==> config.mk <==
export PLATFORM = sky130hd
export DESIGN_NAME = mdu_hilo_writer_flat
export DESIGN_NICKNAME = d
export VERILOG_FILES = /design/src/rtl/mdu_hilo_writer_pkg.sv /design/src/rtl/mdu_hilo_writer_if.sv /design/src/rtl/mdu_div_step.sv /design/src/rtl/mdu_hilo_writer.sv /design/src/flat_wrapper.sv
export SDC_FILE = /design/constraint.sdc
export NUM_CORES = 1
export LEC_CHECK = 0
export BUFFER_PORTS_ARGS = -buffer_cell sky130_fd_sc_hd__buf_4
export CELL_PAD_IN_SITES_DETAIL_PLACEMENT = 0
export CELL_PAD_IN_SITES_GLOBAL_PLACEMENT = 2
export CORE_MARGIN = 4
export CORE_UTILIZATION = 24
export DETAILED_ROUTE_END_ITERATION = 10
export PLACE_DENSITY = 0.65
export SLEW_MARGIN = 20
export SYNTH_ARGS = -nofsm -noshare
export SYNTH_HDL_FRONTEND = slang
export SYNTH_SLANG_ARGS = --single-unit
==> constraint.sdc <==
create_clock -name clk -period 6.6 [get_ports clk]
set_clock_uncertainty 0.15 [all_clocks]
set_input_delay 1.32 -clock clk [delete_from_list [all_inputs] [get_ports clk]]
set_output_delay 1.32 -clock clk [all_outputs]
set_load 0.05 [all_outputs]
==> src/rtl/mdu_hilo_writer_pkg.sv <==
// Shared definitions for the multiply/divide unit.
// Op encodings, FSM states and datapath width.
package mdu_pkg;

  localparam int DATA_W = 32;

  typedef enum logic [1:0] {
    MDU_MULT  = 2'b00,
    MDU_MULTU = 2'b01,
    MDU_DIV   = 2'b10,
    MDU_DIVU  = 2'b11
  } mdu_op_e;

  typedef enum logic [1:0] {
    S_IDLE = 2'b00,
    S_MUL  = 2'b01,
    S_DIV  = 2'b10,
    S_DONE = 2'b11
  } mdu_state_e;

endpackage

==> src/rtl/mdu_hilo_writer_if.sv <==
// EX-side request and HI/LO write bundle.
// master drives the request, slave is the MDU.
interface mdu_hilo_writer_if;
  import mdu_pkg::*;

  logic              start;
  logic [1:0]        op;
  logic [DATA_W-1:0] src_a;
  logic [DATA_W-1:0] src_b;
  logic              cancel;
  logic              busy;
  logic              hi_we;
  logic              lo_we;
  logic [DATA_W-1:0] hi_wdata;
  logic [DATA_W-1:0] lo_wdata;

  modport master (
    output start, op, src_a, src_b, cancel,
    input  busy, hi_we, lo_we, hi_wdata, lo_wdata
  );

  modport slave (
    input  start, op, src_a, src_b, cancel,
    output busy, hi_we, lo_we, hi_wdata, lo_wdata
  );

endinterface

==> src/rtl/mdu_div_step.sv <==
// One restoring-division step: shift in the next
// dividend bit, trial-subtract, emit a quotient bit.
module mdu_div_step #(
  parameter int W = 32
) (
  input  logic [W-1:0] rem_i,
  input  logic [W-1:0] quo_i,
  input  logic [W-1:0] dvs_i,
  output logic [W-1:0] rem_o,
  output logic [W-1:0] quo_o
);

  logic [W:0] shifted;
  logic [W:0] sub;
  logic       ge;

  assign shifted = {rem_i, quo_i[W-1]};
  assign ge      = shifted >= {1'b0, dvs_i};
  assign sub     = shifted - {1'b0, dvs_i};
  assign rem_o   = W'(ge ? sub : shifted);
  assign quo_o   = {quo_i[W-2:0], ge};

endmodule

==> src/rtl/mdu_hilo_writer.sv <==
// Iterative MULT/MULTU/DIV/DIVU unit in EX.
// Stalls with busy, then writes HI/LO for one cycle.
module mdu_hilo_writer #(
  parameter int DATA_W = 32,
  parameter int ITER   = 32
) (
  input logic              clk,
  input logic              rst,
  mdu_hilo_writer_if.slave bus
);
  import mdu_pkg::*;

  localparam int W = DATA_W;

  mdu_state_e       state_q, state_d;
  mdu_op_e          op_q, op_d;
  logic [5:0]       cnt_q, cnt_d;
  logic [2*W-1:0]   acc_q, acc_d;
  logic [W-1:0]     a_q, a_d, b_q, b_d;
  logic [W-1:0]     hi_q, hi_d, lo_q, lo_d;
  logic             sa_q, sa_d, sb_q, sb_d;

  logic             is_signed, last, busy, we;
  logic [W-1:0]     abs_a, abs_b;
  logic [W:0]       mul_sum;
  logic [2*W-1:0]   mul_n, prod;
  logic [W-1:0]     rem_n, quo_n, rem_f, quo_f;

  assign is_signed = ~bus.op[0];
  assign abs_a = (is_signed && bus.src_a[W-1])
               ? -bus.src_a : bus.src_a;
  assign abs_b = (is_signed && bus.src_b[W-1])
               ? -bus.src_b : bus.src_b;

  // acc = {partial product, remaining multiplier}
  assign mul_sum = {1'b0, acc_q[2*W-1:W]}
                 + {1'b0, acc_q[0] ? a_q : {W{1'b0}}};
  assign mul_n   = {mul_sum, acc_q[W-1:1]};
  assign prod    = (op_q == MDU_MULT && (sa_q ^ sb_q))
                 ? -mul_n : mul_n;

  // acc = {partial remainder, dividend/quotient}
  mdu_div_step #(.W(W)) u_step (
    .rem_i (acc_q[2*W-1:W]),
    .quo_i (acc_q[W-1:0]),
    .dvs_i (b_q),
    .rem_o (rem_n),
    .quo_o (quo_n)
  );

  assign quo_f = (op_q == MDU_DIV && (sa_q ^ sb_q))
               ? -quo_n : quo_n;
  assign rem_f = (op_q == MDU_DIV && sa_q)
               ? -rem_n : rem_n;

  assign last = cnt_q == 6'(ITER - 1);

  // Next-state, datapath and handshake outputs
  always_comb begin
    state_d = state_q;
    op_d    = op_q;
    cnt_d   = cnt_q;
    acc_d   = acc_q;
    a_d     = a_q;
    b_d     = b_q;
    sa_d    = sa_q;
    sb_d    = sb_q;
    hi_d    = hi_q;
    lo_d    = lo_q;
    busy    = 1'b0;
    we      = 1'b0;
    unique case (state_q)
      S_IDLE: begin
        if (bus.start && !bus.cancel) begin
          busy  = 1'b1;
          op_d  = mdu_op_e'(bus.op);
          a_d   = abs_a;
          b_d   = abs_b;
          sa_d  = is_signed & bus.src_a[W-1];
          sb_d  = is_signed & bus.src_b[W-1];
          cnt_d = '0;
          if (bus.op[1]) begin
            acc_d = {{W{1'b0}}, abs_a};
            if (bus.src_b == '0) begin
              state_d = S_DONE;
              hi_d    = bus.src_a;
              lo_d    = '1;
            end else begin
              state_d = S_DIV;
            end
          end else begin
            acc_d   = {{W{1'b0}}, abs_b};
            state_d = S_MUL;
          end
        end
      end
      S_MUL: begin
        busy  = 1'b1;
        acc_d = mul_n;
        cnt_d = cnt_q + 6'd1;
        if (bus.cancel) begin
          state_d = S_IDLE;
        end else if (last) begin
          state_d      = S_DONE;
          {hi_d, lo_d} = prod;
        end
      end
      S_DIV: begin
        busy  = 1'b1;
        acc_d = {rem_n, quo_n};
        cnt_d = cnt_q + 6'd1;
        if (bus.cancel) begin
          state_d = S_IDLE;
        end else if (last) begin
          state_d = S_DONE;
          hi_d    = rem_f;
          lo_d    = quo_f;
        end
      end
      S_DONE: begin
        we      = ~bus.cancel;
        state_d = S_IDLE;
      end
      default: state_d = S_IDLE;
    endcase
  end

  // State and datapath registers
  always_ff @(posedge clk) begin
    if (rst) begin
      state_q <= S_IDLE;
      op_q    <= MDU_MULT;
      cnt_q   <= '0;
      acc_q   <= '0;
      a_q     <= '0;
      b_q     <= '0;
      sa_q    <= 1'b0;
      sb_q    <= 1'b0;
      hi_q    <= '0;
      lo_q    <= '0;
    end else begin
      state_q <= state_d;
      op_q    <= op_d;
      cnt_q   <= cnt_d;
      acc_q   <= acc_d;
      a_q     <= a_d;
      b_q     <= b_d;
      sa_q    <= sa_d;
      sb_q    <= sb_d;
      hi_q    <= hi_d;
      lo_q    <= lo_d;
    end
  end

  assign bus.busy     = busy;
  assign bus.hi_we    = we;
  assign bus.lo_we    = we;
  assign bus.hi_wdata = hi_q;
  assign bus.lo_wdata = lo_q;

endmodule

==> src/flat_wrapper.sv <==
// flat-port wrapper written by rule: the top's interface ports become plain ports
module mdu_hilo_writer_flat import mdu_pkg::*;
#(
  parameter int DATA_W = 32,
  parameter int ITER   = 32
)
  (clk, rst, bus_start, bus_op, bus_src_a, bus_src_b, bus_cancel, bus_busy, bus_hi_we, bus_lo_we, bus_hi_wdata, bus_lo_wdata);
  mdu_hilo_writer_if bus_i ();
  input logic clk;
  input logic rst;
  input wire logic [$bits(bus_i.start)-1:0] bus_start;
  input wire logic [$bits(bus_i.op)-1:0] bus_op;
  input wire logic [$bits(bus_i.src_a)-1:0] bus_src_a;
  input wire logic [$bits(bus_i.src_b)-1:0] bus_src_b;
  input wire logic [$bits(bus_i.cancel)-1:0] bus_cancel;
  output wire logic [$bits(bus_i.busy)-1:0] bus_busy;
  output wire logic [$bits(bus_i.hi_we)-1:0] bus_hi_we;
  output wire logic [$bits(bus_i.lo_we)-1:0] bus_lo_we;
  output wire logic [$bits(bus_i.hi_wdata)-1:0] bus_hi_wdata;
  output wire logic [$bits(bus_i.lo_wdata)-1:0] bus_lo_wdata;
  assign bus_i.start = bus_start;
  assign bus_i.op = bus_op;
  assign bus_i.src_a = bus_src_a;
  assign bus_i.src_b = bus_src_b;
  assign bus_i.cancel = bus_cancel;
  assign bus_busy = bus_i.busy;
  assign bus_hi_we = bus_i.hi_we;
  assign bus_lo_we = bus_i.lo_we;
  assign bus_hi_wdata = bus_i.hi_wdata;
  assign bus_lo_wdata = bus_i.lo_wdata;
  mdu_hilo_writer #(.DATA_W(DATA_W), .ITER(ITER)) u_core (.clk(clk), .rst(rst), .bus(bus_i));
endmodule
==> impl_metrics.toml <==
[worst_setup_path]
end_kind = "flip-flop"
crit_slowest_cell = "ha_1"
start_kind = "flip-flop"
worstSetupPathType = "flip-flop to flip-flop"
path_cells = "ha_1 > nand4_1 > nor3_1 > a31oi_1 > o31a_2 > nand2_4 > mux2i_1 > ha_1 > nor4b_1 > nand3_1 > and2_1 > nor4b_1 > mux2i_1 > nand3_1 > a32o_1"
required_ps = 6930
cp_data_arrival_time_ps = 5900
crit_family = "simple AND/OR/NAND/NOR gates"
slowest_delay_ps = 610
critPathMaxFanout = 13
path_buf_inv = 0

[sta]
relSlewSlack = 0.254
drv_slew = 0
finalHoldViolCount = 0
period_minus_slack_ps = 5570
setup_tns_ps = 0
fin_ws_ps = 1030
max_slew.worst_pin.slew_ps = 1110
finalSetupViolCount = 0
rsz0062_at_grt = "no"
fin_crit_sh = 0.844
fmax_ghz = 0.180

[clocking]
cts_buffers = 28
clkTransAtPathRegs_ps = 60
cts_tree = "done"
hold_buffers = 0
clk_path_buf_depth = 3
clock_latency_ps = 610
cts_resized = 0
cts-root-buf = "clkbuf_16"
post_cts_buffers = 0
htree_levels = 1
clock_sinks = 204

[pwr]
comb_power_share = 0.591
power.static_leakage_nw = 8.11
max-vdd-ir-drop_uv = 548
power_switching_mw = 4.78
power_density_nw_per_um2 = 407
pwr-share-seq = 0.232
internal_power_mw = 3.99
power.share.clock = 0.177
p_sw_frac = 0.545

[run_status]
run_status = "complete, no violations"

[global_routing]
grt_pass1_wl_um = 134000
overflow = 0
grt_pass1_vias = 19228
antenna_found_initial = 1
grt_max_degree = 79
grt_use_total = 0.215

[routing]
first_pass_iters = 6
wire_per_inst_um = 25.5
routed_wl_um = 93000
vias = 20295
drt_iter0_drc = 2089
drc_errors = 0
routed_via_density = 5.57
ant_nets = 0

[hold_path]
hold_path.class = "flip-flop to flip-flop"

[synthesis]
yosysSeqAreaShare = 0.217
avgSynthCellArea_sq_um = 7.27
dominantRegCellSynth = "dfxtp_1"
ys_types = 109
ys_async_sr_fraction = 0
syn-num-nets = 2734
synth_top_area_cell = "dfxtp_1"
syn_area_sq_um = 18800
synth_warnings = 0
syn_inst = 2587
ys_seq_elements = 204
synth_top_area_frac = 0.217
synth.area.top_cells = "dfxtp_1 (22%), nor2_1 (6.8%), a21oi_1 (6.4%)"
synth-edff-count = 0

[cells_and_area]
syn2layout_area_growth_pct = 14.8
layout_common_cells = "nor2_1 (338), a21oi_1 (239), nand2_1 (225)"
final_common_cell = "nor2_1"
layout.nets = 2730
drive_gt1_frac = 0.127
n_fill_cell = 8659

[die]
core-area_sq_um = 77600
initial_utilization = 0.242
die-area_sq_um = 82900
ios = 137
die_h_um = 288
die_width_um = 288
row_count = 102

[placement]
post-place-ws_ps = 1010
gp_congestion = 0.926
dpl.hpwl_um = 71700
io_buffers = 136

[flow_run]
drv_cap = 0
-- metrics by stage --
stage	power, mW	instances	hold slack (ps)	cell area (sq um)	utilization
floorplan	5.40	2587	282	18800	-
global placement	7.17	3593	294	20600	0.266
detailed placement	7.17	3593	295	20600	0.266
CTS	8.76	3645	304	21600	0.278
global route	9.27	3645	325	21600	0.278
finish	8.78	3646	303	21600	0.278
-- per-layer routing --
metal	wire, um	track usage	vias to the layer above
met5	13	0	-
met4	3800	0.0782	2
met3	6990	0.0461	136
met2	40000	0.328	800
met1	42200	0.299	9850
li1	-	-	9507
-- cell type report --
cell class	instances	area (sq um)	area share
inverter	71	269	0.0125
multi-input combinational	2102	13700	0.633
sequential	204	4080	0.189
timing repair buffer	176	1330	0.0614
clock inverter	16	151	0.00701
antenna	1	2.50	0.000116
tap	1040	1300	0.0603
clock buffer	36	781	0.0362
-- worst min-delay path, cell delays in order (launching register included) --
cell and delay (ps):
dfxtp_1 310, nand2_1 50, a21oi_1 50
-- sequential cells by signal, summed over array words and instances (netlist names) --
name                 flops
u_core.acc_q            64
u_core.cnt_q             6
u_core.a_q              32
u_core.sa_q              1
u_core.bus.lo_wdata     32
u_core.bus.hi_wdata     32
u_core.sb_q              1
u_core.op_q              2
u_core.state_q           2
u_core.b_q              32
-- cell usage after synthesis (9+ instances only) --
master	number
or2_2	12
ha_1	75
inv_1	69
a211o_1	19
and3_1	14
buf_2	33
o21a_1	12
o211ai_1	48
a21o_1	20
and2_1	48
nand2_1	225
nor2b_1	16
clkbuf_1	161
xnor2_1	106
nand2b_1	18
xor2_1	97
nor3_1	73
o21ai_0	128
or4_1	10
a311oi_1	11
o221ai_1	9
nand4_1	27
nor3b_1	9
nor2_1	340
or3_1	18
nor4_1	31
a31oi_1	21
mux2i_1	28
a221oi_1	46
o41ai_1	9
o31ai_1	26
a22oi_1	34
buf_1	9
nand3_1	39
a221o_1	16
a21oi_1	240
dfxtp_1	204
a211oi_1	94
-- logic make-up after synthesis --
| kind of cell | count (synthesis) | synth area share |
|---|---|---|
| AND/OR/NAND/NOR | 940 | 0.246 |
| flip-flops | 204 | 0.217 |
| XOR/XNOR | 203 | 0.0946 |
| adder cells (fa/ha/maj) | 77 | 0.0520 |
| buffers and inverters | 281 | 0.0604 |
| multiplexers | 35 | 0.0191 |
| AO/OA/AOI/OAI | 847 | 0.310 |
-- power by group through the flow --
stage	sequential, mW	combinational [mW]	clock, mW
CTS	2.02	5.14	1.59
global route	2.08	5.56	1.64
global placement	2.05	5.12	0
finish	2.03	5.19	1.55
detailed placement	2.05	5.12	0
floorplan	2.14	3.26	0
-- final timing paths --
check	slack, ps	cells after the start	startpoint	end
max	1030	15	u_core.acc_q[44]	u_core.bus.hi_wdata[24]
min reg2reg	300	2	u_core.a_q[0]	u_core.a_q[0]
max reg2reg	1030	15	u_core.acc_q[44]	u_core.bus.hi_wdata[24]
min	300	2	u_core.a_q[0]	u_core.a_q[0]
(Power assumes the default switching activity.)
